[src/rtl/irrigation_mode_controller_if.sv]
// Sensor inputs and mode/status outputs of the irrigation mode controller.
// fault_o exists only when IRRIGATION_FAULT_LATCH_EN is defined.
interface irrigation_mode_controller_if;
    logic enable_i;
    logic humidity_low_i;
    logic humidity_critical_i;
    logic temperature_high_i;
    logic water_low_i;
    logic sprinkler_status_o;
    logic drip_status_o;
    logic valve_open_o;
    logic cooldown_o;
`ifdef IRRIGATION_FAULT_LATCH_EN
    logic fault_o;
`endif

`ifdef IRRIGATION_FAULT_LATCH_EN
    modport slave (
        input  enable_i, humidity_low_i, humidity_critical_i, temperature_high_i, water_low_i,
        output sprinkler_status_o, drip_status_o, valve_open_o, cooldown_o, fault_o
    );
    modport master (
        output enable_i, humidity_low_i, humidity_critical_i, temperature_high_i, water_low_i,
        input  sprinkler_status_o, drip_status_o, valve_open_o, cooldown_o, fault_o
    );
`else
    modport slave (
        input  enable_i, humidity_low_i, humidity_critical_i, temperature_high_i, water_low_i,
        output sprinkler_status_o, drip_status_o, valve_open_o, cooldown_o
    );
    modport master (
        output enable_i, humidity_low_i, humidity_critical_i, temperature_high_i, water_low_i,
        input  sprinkler_status_o, drip_status_o, valve_open_o, cooldown_o
    );
`endif
endinterface

[src/rtl/irrigation_mode_controller.sv]
// Irrigation mode FSM: mutually exclusive sprinkler/drip, minimum on-time, cooldown, low-tank abort.
// Optional sticky low-tank fault latch enabled by defining IRRIGATION_FAULT_LATCH_EN.
module irrigation_mode_controller #(
    parameter int unsigned MIN_ON_CYCLES   = 8,
    parameter int unsigned COOLDOWN_CYCLES = 4,
    parameter int unsigned CNT_W           = 8
) (
    input  logic                          clk_i,
    input  logic                          rst_i,
    irrigation_mode_controller_if.slave   bus
);

    typedef enum logic [1:0] {
        IDLE      = 2'd0,
        SPRINKLER = 2'd1,
        DRIP      = 2'd2,
        COOLDOWN  = 2'd3
    } state_e;

    localparam logic [CNT_W-1:0] MIN_ON_LOAD   = CNT_W'(MIN_ON_CYCLES - 1);
    localparam logic [CNT_W-1:0] COOLDOWN_LOAD = CNT_W'(COOLDOWN_CYCLES - 1);

    state_e           state_q, state_d;
    logic [CNT_W-1:0] timer_q, timer_d;
    logic             sprinkler_q, sprinkler_d;
    logic             drip_q, drip_d;
    logic             valve_q, valve_d;
    logic             cooldown_q, cooldown_d;

    logic go;
    logic hot;
    logic abort;
    logic timer_done;
    logic arm_ok;

`ifdef IRRIGATION_FAULT_LATCH_EN
    logic fault_q, fault_d;
`endif

    assign go         = bus.enable_i & bus.humidity_low_i & ~bus.water_low_i;
    assign hot        = bus.humidity_critical_i | bus.temperature_high_i;
    assign abort      = ~bus.enable_i | bus.water_low_i;
    assign timer_done = (timer_q == '0);

`ifdef IRRIGATION_FAULT_LATCH_EN
    assign arm_ok = ~fault_q;

    // Disabling the system clears the latch even if a low-tank abort happens on the same edge.
    always_comb begin
        fault_d = fault_q;
        if (!bus.enable_i) begin
            fault_d = 1'b0;
        end else if (((state_q == SPRINKLER) || (state_q == DRIP)) && bus.water_low_i) begin
            fault_d = 1'b1;
        end
    end
`else
    assign arm_ok = 1'b1;
`endif

    always_comb begin
        state_d = state_q;
        timer_d = timer_done ? '0 : (timer_q - 1'b1);

        unique case (state_q)
            IDLE: begin
                if (go && arm_ok) begin
                    state_d = hot ? SPRINKLER : DRIP;
                    timer_d = MIN_ON_LOAD;
                end
            end
            SPRINKLER: begin
                if (abort || (timer_done && !bus.humidity_low_i)) begin
                    state_d = COOLDOWN;
                    timer_d = COOLDOWN_LOAD;
                end
            end
            DRIP: begin
                // Abort outranks both the timed exit and the upgrade to sprinkler.
                if (abort || (timer_done && !bus.humidity_low_i)) begin
                    state_d = COOLDOWN;
                    timer_d = COOLDOWN_LOAD;
                end else if (timer_done && hot) begin
                    state_d = SPRINKLER;
                    timer_d = MIN_ON_LOAD;
                end
            end
            COOLDOWN: begin
                if (timer_done) begin
                    state_d = IDLE;
                end
            end
            default: begin
                state_d = IDLE;
                timer_d = '0;
            end
        endcase
    end

    always_comb begin
        sprinkler_d = (state_d == SPRINKLER);
        drip_d      = (state_d == DRIP);
        valve_d     = (state_d == SPRINKLER) || (state_d == DRIP);
        cooldown_d  = (state_d == COOLDOWN);
    end

    always_ff @(posedge clk_i) begin
        if (rst_i) begin
            state_q     <= IDLE;
            timer_q     <= '0;
            sprinkler_q <= 1'b0;
            drip_q      <= 1'b0;
            valve_q     <= 1'b0;
            cooldown_q  <= 1'b0;
        end else begin
            state_q     <= state_d;
            timer_q     <= timer_d;
            sprinkler_q <= sprinkler_d;
            drip_q      <= drip_d;
            valve_q     <= valve_d;
            cooldown_q  <= cooldown_d;
        end
    end

`ifdef IRRIGATION_FAULT_LATCH_EN
    always_ff @(posedge clk_i) begin
        if (rst_i) begin
            fault_q <= 1'b0;
        end else begin
            fault_q <= fault_d;
        end
    end

    assign bus.fault_o = fault_q;
`endif

    assign bus.sprinkler_status_o = sprinkler_q;
    assign bus.drip_status_o      = drip_q;
    assign bus.valve_open_o       = valve_q;
    assign bus.cooldown_o         = cooldown_q;

endmodule

[src/flat_wrapper.sv]
// flat-port wrapper written by rule: the top's interface ports become plain ports
module irrigation_mode_controller_flat 
#(
    parameter int unsigned MIN_ON_CYCLES   = 8,
    parameter int unsigned COOLDOWN_CYCLES = 4,
    parameter int unsigned CNT_W           = 8
)
  (clk_i, rst_i, bus_enable_i, bus_humidity_low_i, bus_humidity_critical_i, bus_temperature_high_i, bus_water_low_i, bus_sprinkler_status_o, bus_drip_status_o, bus_valve_open_o, bus_cooldown_o);
  irrigation_mode_controller_if bus_i ();
  input  logic clk_i;
  input  logic rst_i;
  input wire logic [$bits(bus_i.enable_i)-1:0] bus_enable_i;
  input wire logic [$bits(bus_i.humidity_low_i)-1:0] bus_humidity_low_i;
  input wire logic [$bits(bus_i.humidity_critical_i)-1:0] bus_humidity_critical_i;
  input wire logic [$bits(bus_i.temperature_high_i)-1:0] bus_temperature_high_i;
  input wire logic [$bits(bus_i.water_low_i)-1:0] bus_water_low_i;
  output wire logic [$bits(bus_i.sprinkler_status_o)-1:0] bus_sprinkler_status_o;
  output wire logic [$bits(bus_i.drip_status_o)-1:0] bus_drip_status_o;
  output wire logic [$bits(bus_i.valve_open_o)-1:0] bus_valve_open_o;
  output wire logic [$bits(bus_i.cooldown_o)-1:0] bus_cooldown_o;
  assign bus_i.enable_i = bus_enable_i;
  assign bus_i.humidity_low_i = bus_humidity_low_i;
  assign bus_i.humidity_critical_i = bus_humidity_critical_i;
  assign bus_i.temperature_high_i = bus_temperature_high_i;
  assign bus_i.water_low_i = bus_water_low_i;
  assign bus_sprinkler_status_o = bus_i.sprinkler_status_o;
  assign bus_drip_status_o = bus_i.drip_status_o;
  assign bus_valve_open_o = bus_i.valve_open_o;
  assign bus_cooldown_o = bus_i.cooldown_o;
  irrigation_mode_controller #(.MIN_ON_CYCLES(MIN_ON_CYCLES), .COOLDOWN_CYCLES(COOLDOWN_CYCLES), .CNT_W(CNT_W)) u_core (.clk_i(clk_i), .rst_i(rst_i), .bus(bus_i));
endmodule
[config.mk]
export PLATFORM = sky130hd
export DESIGN_NAME = irrigation_mode_controller_flat
export DESIGN_NICKNAME = d
export VERILOG_FILES = /design/src/rtl/irrigation_mode_controller_if.sv /design/src/rtl/irrigation_mode_controller.sv /design/src/flat_wrapper.sv
export SDC_FILE = /design/constraint.sdc
export NUM_CORES = 1
export LEC_CHECK = 0
export ABC_CLOCK_PERIOD_IN_PS = 1600
export BUFFER_PORTS_ARGS = -buffer_cell sky130_fd_sc_hd__buf_2
export CAP_MARGIN = 20
export CORE_MARGIN = 2
export CORE_UTILIZATION = 48
export CTS_CLUSTER_DIAMETER = 150
export DETAILED_ROUTE_END_ITERATION = 16
export GPL_ROUTABILITY_DRIVEN = 0
export PLACE_DENSITY_LB_ADDON = 0.05
export SYNTH_ARGS = -nofsm -noshare
export SYNTH_HDL_FRONTEND = slang
export SYNTH_SLANG_ARGS = --single-unit
[constraint.sdc]
create_clock -name clk_i -period 1.6 [get_ports clk_i]
set_input_delay 0.32 -clock clk_i [delete_from_list [all_inputs] [get_ports clk_i]]
set_output_delay 0.32 -clock clk_i [all_outputs]
set_load 0.005 [all_outputs]
* Yosys cells after proc, flatten, opt, wreduce, memory -nomap -nowiden
Index checks and enable logic that the tools add are counted.
** Storage, ports and cells
- Input bits :: 7
- Logic and storage cells :: 39
- Register bits after elaboration :: 14
** Operators by class
- Bitwise operators :: 6
- Reductions and logical operators :: 7
- Equal/unequal tests :: 6
- Add/subtract/negate cells :: 1
- Mux-type cells :: 13
** Operators with widths (number)
- 8-bit two-way mux :: 5
- 8-bit one-hot mux with 3 select lines :: 1
- 2-bit two-way mux :: 6
- 2-bit == test (second input constant) :: 4
- 8-bit zero test :: 1
- 2-bit one-hot mux with 4 select lines :: 1
- 8-bit by 1-bit subtractor with 8-bit output (second input constant) :: 1
- 2-bit by 1-bit == test with 1-bit output (second input constant) :: 2
- 1-bit AND :: 2
- 1-bit logical AND :: 2
- 2-bit zero test :: 1
- 1-bit logical OR :: 2
- 1-bit inverter :: 2
- 1-bit OR :: 2
- 1-bit zero test :: 1

* Longest topological paths before layout
Gate-level depths: netlist (run 1).
- Depth in word-level cells :: 7
- Mapped depth :: 8
- Gate-level depth less buffers :: 8

* Worst setup path after synthesis (run 1)
No wires, ideal clock.
- Path kind :: reg-to-reg
- From :: register u_core.timer_q[0]
- To :: register u_core.valve_q (netlist: u_core.bus.valve_open_o)
- Arrival time :: 1.631 ns
- Setup slack :: -0.157 ns
- Setup time :: 0.126 ns
- Stages on the path, launching flop included :: 9
- Clock period less this slack :: 1.757 ns
- Cell sequence :: dfxtp_1 inv_1 ha_1 nor3b_1 nand3_1 o211ai_1 inv_1 ha_1 nor2_1
** Between the ends
- Longest elaborated chain between the ends :: 7
- Elaborated cells on any way between the ends :: 12
- Classes of those cells :: eq/ne (2); mux (5); reduce/logical (5)
** Ends and longest elaborated chain
- start, declared :: RTL line irrigation_mode_controller.sv:24 : logic [CNT_W-1:0] timer_q, timer_d;
- start signal, assigned :: RTL line irrigation_mode_controller.sv:117 : timer_q <= timer_d;
- 8-bit zero test (*) :: RTL line irrigation_mode_controller.sv:43 : assign timer_done = (timer_q == '0);
- 1-bit logical AND, on equally long branches :: RTL line irrigation_mode_controller.sv:83, irrigation_mode_controller.sv:73, irrigation_mode_controller.sv:80
- 2-bit two-way mux or 1-bit logical OR (tied branches) :: RTL line irrigation_mode_controller.sv:83, irrigation_mode_controller.sv:73, irrigation_mode_controller.sv:80
- 2-bit two-way mux, on equally long branches :: RTL line irrigation_mode_controller.sv:80, irrigation_mode_controller.sv:73
- 2-bit one-hot mux with 4 select lines (*) :: RTL line irrigation_mode_controller.sv:65 : unique case (state_q)
- via u_core.state_d[1] :: RTL line irrigation_mode_controller.sv:23 : state_e state_q, state_d;
- 2-bit by 1-bit == test with 1-bit output or 2-bit == test (tied branches) :: RTL line irrigation_mode_controller.sv:103 : valve_d = (state_d == SPRINKLER) || (state_d == DRIP);
- 1-bit logical OR (*) :: RTL line irrigation_mode_controller.sv:103
- end signal, assigned :: RTL line irrigation_mode_controller.sv:120 : valve_q <= valve_d;
- end, declared :: RTL line irrigation_mode_controller.sv:27 : logic valve_q, valve_d;
Mark *: on every way through the listed nets, which the timed path passes. The rest lies on a longest branch.
A chain may end at the register's enable or synchronous reset.

* Final worst setup path (run 1)
- From :: register u_core.timer_q[0]
- To :: register u_core.timer_q[3]
** Between the ends
- Longest elaborated chain between the ends :: 5
- Elaborated cells on any way between the ends :: 11
- Classes of those cells :: add/sub (1); mux (6); reduce/logical (4)
** Ends and longest elaborated chain
- 8-bit by 1-bit subtractor with 8-bit output or 8-bit zero test (tied branches) :: RTL line irrigation_mode_controller.sv:63, irrigation_mode_controller.sv:43
- 8-bit two-way mux, or another cell as far along :: RTL line irrigation_mode_controller.sv:63 : timer_d = timer_done ? '0 : (timer_q - 1'b1);
- 8-bit two-way mux or 1-bit logical OR (tied branches) :: RTL line irrigation_mode_controller.sv:83, irrigation_mode_controller.sv:73, irrigation_mode_controller.sv:80
- 8-bit two-way mux, on equally long branches :: RTL line irrigation_mode_controller.sv:80, irrigation_mode_controller.sv:73
- 8-bit one-hot mux with 3 select lines (*) :: RTL line irrigation_mode_controller.sv:65
Mark *: on every way between the ends. The rest lies on a longest branch, timed or not.

==> results of run 1 <==
## metal layers
layer  GRT usage (%)  part of all wire [%]  up-vias
met4            12.1                   1.2        0
met2            33.5                    51        7
met5               0                     0        -
met1            21.1                    46      342
met3            3.75                   2.1        2
li1                -                     -      365
## sequential cells by signal (all words and copies together), names as in the netlist
register / cells
u_core.timer_q: 8
u_core.bus.drip_status_o: 1
u_core.state_q: 2
u_core.bus.sprinkler_status_o: 1
u_core.bus.valve_open_o: 1
u_core.bus.cooldown_o: 1
## worst register-to-register path: stages, from the launching register on
cell	delay (ns)
dfxtp_2	0.35
inv_2	0.05
ha_4	0.14
nor3b_4	0.15
buf_4	0.14
and2_4	0.17
or4_4	0.53
a21oi_2	0.12
## layout make-up
type,count,area [um^2]
Timing Repair Buffer,32,215
Clock buffer,4,36.3
Sequential cell,14,283
Inverter,6,22.5
Multi-Input combinational cell,63,532
Tap cell,16,20.0
Fill cell,101,398
## cell families (layout without fill, tap and decap cells)
family / after synthesis / count (layout) / share of synthesized area [%]
XOR/XNOR: 5 / 5 / 5.74
buffers and inverters: 8 / 42 / 4.10
multiplexers: 1 / 1 / 1.48
AND/OR/NAND/NOR: 38 / 38 / 30.8
flip-flops: 14 / 14 / 36.7
adder cells (fa/ha/maj): 5 / 5 / 8.20
AO/OA/AOI/OAI: 14 / 14 / 13.0
## placed cells by master, fill, tap and decap left out, types with 2 or more instances in the layout
master,instances
inv_2,3
xnor2_1,3
ha_4,2
dfxtp_2,2
nor2b_1,5
nor2_1,8
dfxtp_1,12
a31oi_1,2
nand3_1,2
buf_4,22
clkbuf_4,3
xor2_1,2
or4_4,2
inv_1,3
buf_2,10
ha_2,2
nor3_1,2
nand2_1,6
nor2_2,3
a21oi_1,3
## what timing repair did
action	in CTS	in global routing
hold buffers	0	0
resized for setup	11	5
buffers inserted	4	0
endpoints found under the setup margin	10	11
pin swaps	9	6
## metrics by stage
stage	total power [uW]	setup slack, ns	hold WS (ns)
floorplan	1320	-0.000607	0.509
global placement	1710	-0.124	0.561
detailed placement	1720	-0.158	0.562
CTS	2100	-0.0992	0.316
global route	2330	-0.192	0.343
finish	2160	-0.108	0.340
## power by group through the flow
| stage | registers, uW | clock network [uW] | logic, uW |
|---|---|---|---|
| 2_1_floorplan | 591 | 0 | 726 |
| 3_3_place_gp | 577 | 0 | 1130 |
| 3_5_place_dp | 577 | 0 | 1150 |
| 4_1_cts | 578 | 263 | 1260 |
| 5_1_grt | 597 | 283 | 1450 |
| 6_report | 581 | 252 | 1320 |
## path summary, 6_finish.rpt
kind / end / depth (start not counted) / startpoint
worst max register to register: u_core.timer_q[3]$_SDFF_PP0_ / 7 / u_core.timer_q[0]$_SDFF_PP0_
worst max-delay path: u_core.timer_q[3]$_SDFF_PP0_ / 7 / u_core.timer_q[0]$_SDFF_PP0_
worst min-delay path: u_core.bus.valve_open_o$_SDFF_PP0_ / 2 / rst_i
worst min register to register: u_core.timer_q[7]$_SDFF_PP0_ / 2 / u_core.timer_q[7]$_SDFF_PP0_
==> results_dict.tcl, run 1 <==
set metrics [dict create \
    setup_ws_final_ns -0.108 \
    comb_power_share_pct 61.3 \
    critPathKind "flip-flop to flip-flop" \
    detail_route.wl_per_cell_um 11.9 \
    critical_path.top_delay_family "simple AND/OR/NAND/NOR gates" \
    drt_first_pass_iters 4 \
    critical-path-slowest-cell "or4_4" \
    setup_tns_ns -0.737 \
    layout.nets 132 \
    area_growth_pct 45.2 \
    num_vias 716 \
    tritoncts.num_buffers 3 \
    std_cell_rows 14 \
    mappedNetlistNets 97 \
    pwr_density_cell_nw_per_um2 1940 \
    p_seq_share_pct 27.0 \
    critPathBufInv 2 \
    layout.cells.non_filler 135 \
    yosysMostFrequentCell "dfxtp_1" \
    synth.cells.most_frequent "dfxtp_1, nor2_1, inv_1, nand2_1" \
    yosys-top-cells-area "dfxtp_1, ha_1, nor2_1" \
    num_antenna_cells 0 \
    violations "setup timing" \
    pin_count_of_the_biggest_net_entering_global_routing 12 \
    swShare_pct 37.6 \
    final_period_minus_worst_setup_slack_ns 1.71 \
    vdd_ir_drop_max_mv 0.835 \
    num_io_pins 11 \
    share_of_the_yosys_chip_area_belonging_to_registers_pct 36.7 \
    tritoncts_num_sinks 14 \
    cell_area_after_technology_mapping_um2 763 \
    ctsHtreeMaxLevel 1 \
    dominantRegCellSynth "dfxtp_1" \
    timing.final.crit_share_pct 107 \
    cts.root.buffer_cell "clkbuf_4" \
    number_of_global_route_vias_before_repair 695 \
    post_synth_num_cell_types 35 \
    final_max_slew_viol_count 0 \
    critPathMaxFanout 5 \
    crit_path_end_kind "flip-flop" \
    timing.critical_path.slowest_cell_delay_ns 0.53 \
    drive_above_1_share_pct 50.4 \
    hold_path_class "input pin to flip-flop" \
    dieHeight_um 43.9 \
    setup.worst_path.start_class "flip-flop" \
    synth.avg_cell_area_um2 8.98 \
    p_sw_uw 811 \
    post-route-cell-area_um2 1110 \
    clk_pin_slew_ns 0.09 \
    wirelength_um 1600 \
    dpl_cell_area_um2 983 \
    yosysTopAreaCell "dfxtp_1" \
    postLayoutCoreUtil_pct 73.6 \
    setup.reg_to_reg.worst_slack_ns -0.11 \
    antenna_found_initial 0 \
    count_of_maximum_capacitance_violations 0 \
    share_of_flip_flops_with_an_asynchronous_set_or_reset_pct 0 \
    portBuffers 10 \
    total_grt_usage_pct 19.2 \
    via_per_inst 5.30 \
    detailed_placement_wirelength_estimate_um 1210 \
    cts_tree "yes" \
    crit_arrival_ns 1.92 \
    cell_internal_pwr_uw 1340 \
    post-route-drc-count 0 \
    fp.dieW_um 43.9 \
    crit_required_ns 1.82 \
    drt-initial-drc-count 9 \
    global_route_total_overflow 0 \
    worstPathCellList "inv_2 > ha_4 > nor3b_4 > buf_4 > and2_4 > or4_4 > a21oi_2" \
    ys_warn_count 0 \
    rsz0062_at_grt "yes" \
    worstSkewPairLatency_ns 0.28 \
    worst_pin_slew_ns 0.391 \
    first_pass_grt_wire_length_um 2710 \
    final_hold_viol_count 0 \
    synth_largest_type_area_fraction_pct 36.7 \
    outcome "finished with violations" \
    upper_clock_frequency_limit_ghz 0.585 \
    maximum_number_of_buffers_from_clock_root_to_sink 2 \
    numPlacedInstances 127 \
    power.static_leakage_uw 0.000496 \
    finalSetupViolations 10 \
    clock-skew-final_ns 0.00476 \
    detail-route-antenna-nets 0 \
    fp.dieArea_um2 1930 \
    clock_power_share_pct 11.7 \
    synth_edf_count 0 \
    ys_seq_elements 14 \
    floorplan.core_area_um2 1510 \
    synth_cells 85 \
    initial_utilization_pct 50.7 \
    slew-limit-headroom_pct 73.9 \
]
No activity file was read; power rests on OpenSTA's default activity.
==> inputs of run 2 (changes only) <==
Settings changed: ABC_AREA from default to 1, CORE_UTILIZATION 48 to 49.
==> run 2 against run 1 <==
The flow still finishes with violations (setup timing). Sequential power is 1% higher. Global-route usage is 1.3 points lower. Sequential cell count unchanged. Die area up 3.8%. Largest cell class unchanged. Via count down 4.9%. Utilization decreased by 5.3 points. Setup slack gained 0.11 ns. Non-clock buffer count is 14 lower. Final cell count increased by 5.9%. Critical path type unchanged. Fmax grew 6.6%. Worst hold slack improved by 0.026 ns. First-iteration DRC count is 22% lower.
==> results_dict.tcl, run 2 <==
set metrics [dict create \
    outcome "finished with violations" \
    violations "setup timing" \
    clock-skew-final_ns 0.00350 \
    crit_arrival_ns 1.77 \
    final_hold_viol_count 0 \
    portBuffers 10 \
    ctsHoldBuffers 0 \
    number_of_global_route_vias_before_repair 653 \
    area_growth_pct 28.2 \
    layout.cells.most_common "nor2_1" \
    cts.root.buffer_cell "clkbuf_4" \
    dominantRegCellSynth "dfxtp_1" \
    tritoncts_num_sinks 14 \
    synth.cells.most_frequent "nor2_1, inv_1, dfxtp_1" \
    fp.dieArea_um2 2000 \
    ys_warn_count 0 \
    min_path_cells 2 \
    synth_cells 106 \
    layout.nets 140 \
    critPathMaxFanout 6 \
    final_period_minus_worst_setup_slack_ns 1.60 \
    hold-worst-slack_ns 0.366 \
    hold_path.startpoint "rst_i" \
    setup_tns_ns -0.00192 \
    floorplan.core_area_um2 1520 \
    std_cell_rows 14 \
    synth-adder-area-share_pct 7.70 \
    pwr_density_cell_nw_per_um2 2000 \
    num_vias 681 \
    timing.critical_path.slowest_cell_delay_ns 0.33 \
    finalSetupViolations 1 \
    upper_clock_frequency_limit_ghz 0.624 \
    count_of_maximum_capacitance_violations 0 \
    yosys-top-cells-area "dfxtp_1, nor2_1, ha_1" \
    rsz0062_at_grt "yes" \
    share_of_the_yosys_chip_area_belonging_to_registers_pct 34.5 \
    critPathKind "flip-flop to flip-flop" \
    num_io_pins 11 \
    slew-limit-headroom_pct 81.6 \
    num_antenna_cells 0 \
    power.static_leakage_uw 0.000511 \
    crit-reg2reg-launch "u_core.timer_q[0]$_SDFF_PP0_" \
    crit_path_end_kind "flip-flop" \
    post_synth_and_or_nand_nor_area_fraction_pct 36.8 \
    maximum_number_of_buffers_from_clock_root_to_sink 2 \
    setup.reg_to_reg.worst_slack_ns -0.002 \
    crit-reg2reg-capture "u_core.bus.valve_open_o$_SDFF_PP0_" \
    worstPathCellList "inv_2 > ha_4 > nand2_4 > nor2_8 > nand2_4 > nand3_2 > nand2_1 > nand2_2 > inv_2 > ha_4 > nor2_2" \
    synth_top_family_by_area "simple AND/OR/NAND/NOR gates" \
    setup.worst_path.start_class "flip-flop" \
    synth.area.mux_share_pct 0 \
    ff2ff_path_depth 11 \
    post-route-cell-area_um2 1040 \
    hold_path_class "input pin to flip-flop" \
    fp.dieW_um 44.7 \
    total_grt_usage_pct 17.9 \
    pin_count_of_the_biggest_net_entering_global_routing 11 \
    yosysMostFrequentCell "nor2_1" \
    ctsHtreeMaxLevel 1 \
    synth_xor_xnor_area_share_pct 5.39 \
    postLayoutCoreUtil_pct 68.3 \
    via_per_inst 4.76 \
    cts_tree "yes" \
    share_of_flip_flops_with_an_asynchronous_set_or_reset_pct 0 \
    post_synth_num_cell_types 24 \
    mappedNetlistNets 118 \
    dieHeight_um 44.7 \
    tritoncts.num_buffers 3 \
    largest-register "u_core.timer_q" \
    wirelength_um 1490 \
    synth.avg_cell_area_um2 7.66 \
    yosysTopAreaCell "dfxtp_1" \
    detailed_placement_wirelength_estimate_um 1070 \
    worstSkewPairLatency_ns 0.28 \
    drt-initial-drc-count 7 \
    worst_hold_path.endpoint "u_core.state_q[0]$_SDFF_PP0_" \
    timing.final.crit_share_pct 100 \
    final_max_slew_viol_count 0 \
    ys_seq_elements 14 \
    antenna_found_initial 0 \
    synth_largest_type_area_fraction_pct 34.5 \
    drt_first_pass_iters 4 \
    detail_route.wl_per_cell_um 10.4 \
    layout.cells.most_common_list "nor2_1, nand2_1, inv_1, dfxtp_1, buf_2" \
    crit_required_ns 1.77 \
    setup_ws_final_ns -0.00192 \
    reg_top3 "u_core.timer_q x8, u_core.state_q x2" \
    initial_utilization_pct 53.3 \
    global_route_total_overflow 0 \
    vdd_ir_drop_max_mv 0.906 \
    critical-path-slowest-cell "dfxtp_2" \
    first_pass_grt_wire_length_um 2630 \
    detail-route-antenna-nets 0 \
    cell_area_after_technology_mapping_um2 812 \
    largest_register_ff_count 8 \
    place_ws_ns -0.0234 \
    drive_above_1_share_pct 44.1 \
    dpl_cell_area_um2 923 \
    post-route-drc-count 0 \
    synth_edf_count 0 \
    worst_pin_slew_ns 0.275 \
    clk_pin_slew_ns 0.09 \
    synth-compound-area-share_pct 6.78 \
]
[run 2: changes by cell type after synthesis, sizes merged, moves of 3 or more]
cell   change
nor2      +17
nor2b      -5
or4        -3
nand2     +13
nand3      +3
inv       +12
[run 2: worst max-delay path, delay by kind of cell, from the launching register on]
family	cells	cell delay, ns
DFF	1	0.33
adders and majority gates	2	0.40
buffers and inverters	2	0.15
and+or+nand+nor	7	0.61
[run 2: logic make-up (layout without fill, tap and decap cells)]
logic type,after synthesis,in the layout
xor+xnor,5,5
buf+inv,19,40
fa+ha+maj,5,5
simple gates,55,55
flops,14,14
compound gates,8,8
[run 2: area by class of cell]
| cell class | count | area, um^2 |
|---|---|---|
| timing repair buffer | 18 | 114 |
| tap | 16 | 20.0 |
| sequential | 14 | 284 |
| fill | 127 | 483 |
| inverter | 18 | 67.6 |
| multi-input combinational | 73 | 519 |
| clock buffer | 4 | 36.3 |
[run 2: worst max path at each step]
stage,startpoint,end,depth (start not counted)
finish,u_core.timer_q[0]$_SDFF_PP0_,u_core.bus.valve_open_o$_SDFF_PP0_,11
global route,u_core.timer_q[0]$_SDFF_PP0_,u_core.bus.valve_open_o$_SDFF_PP0_,11
CTS,u_core.timer_q[4]$_SDFF_PP0_,u_core.bus.valve_open_o$_SDFF_PP0_,10
detailed placement,u_core.timer_q[0]$_SDFF_PP0_,u_core.bus.valve_open_o$_SDFF_PP0_,11
global placement,u_core.timer_q[0]$_SDFF_PP0_,u_core.bus.valve_open_o$_SDFF_PP0_,11
floorplan,u_core.timer_q[0]$_SDFF_PP0_,u_core.bus.valve_open_o$_SDFF_PP0_,11
[run 2: stage by stage]
| stage | instances | total power [uW] |
|---|---|---|
| after CTS | 143 | 2010 |
| after detailed placement | 137 | 1650 |
| final | 143 | 2080 |
| after global routing | 143 | 2290 |
| after floorplan | 106 | 1400 |
| after global placement | 137 | 1630 |
[run 2: what timing repair did]
action                                 CTS  global route
resized for setup                        8            10
endpoints found under the hold margin    0             0
pin swaps                                5             8
buffers inserted                         2             0
cloned                                   0             0
setup endpoints to repair                1             4
[run 2: metal layers]
layer	part of all wire [%]	up-vias	wire length [um]	global-route usage, %
li1	-	361	-	-
met1	42	309	621	21.8
met3	3.4	0	51	4.80
met2	55	11	821	30.7
met5	0	-	0	0
met4	0	0	0	5.45
[run 2: report_power, final]
group	total, uW	switching, uW	internal, uW
clock	251	113	138
sequential	588	111	477
combinational	1240	681	563
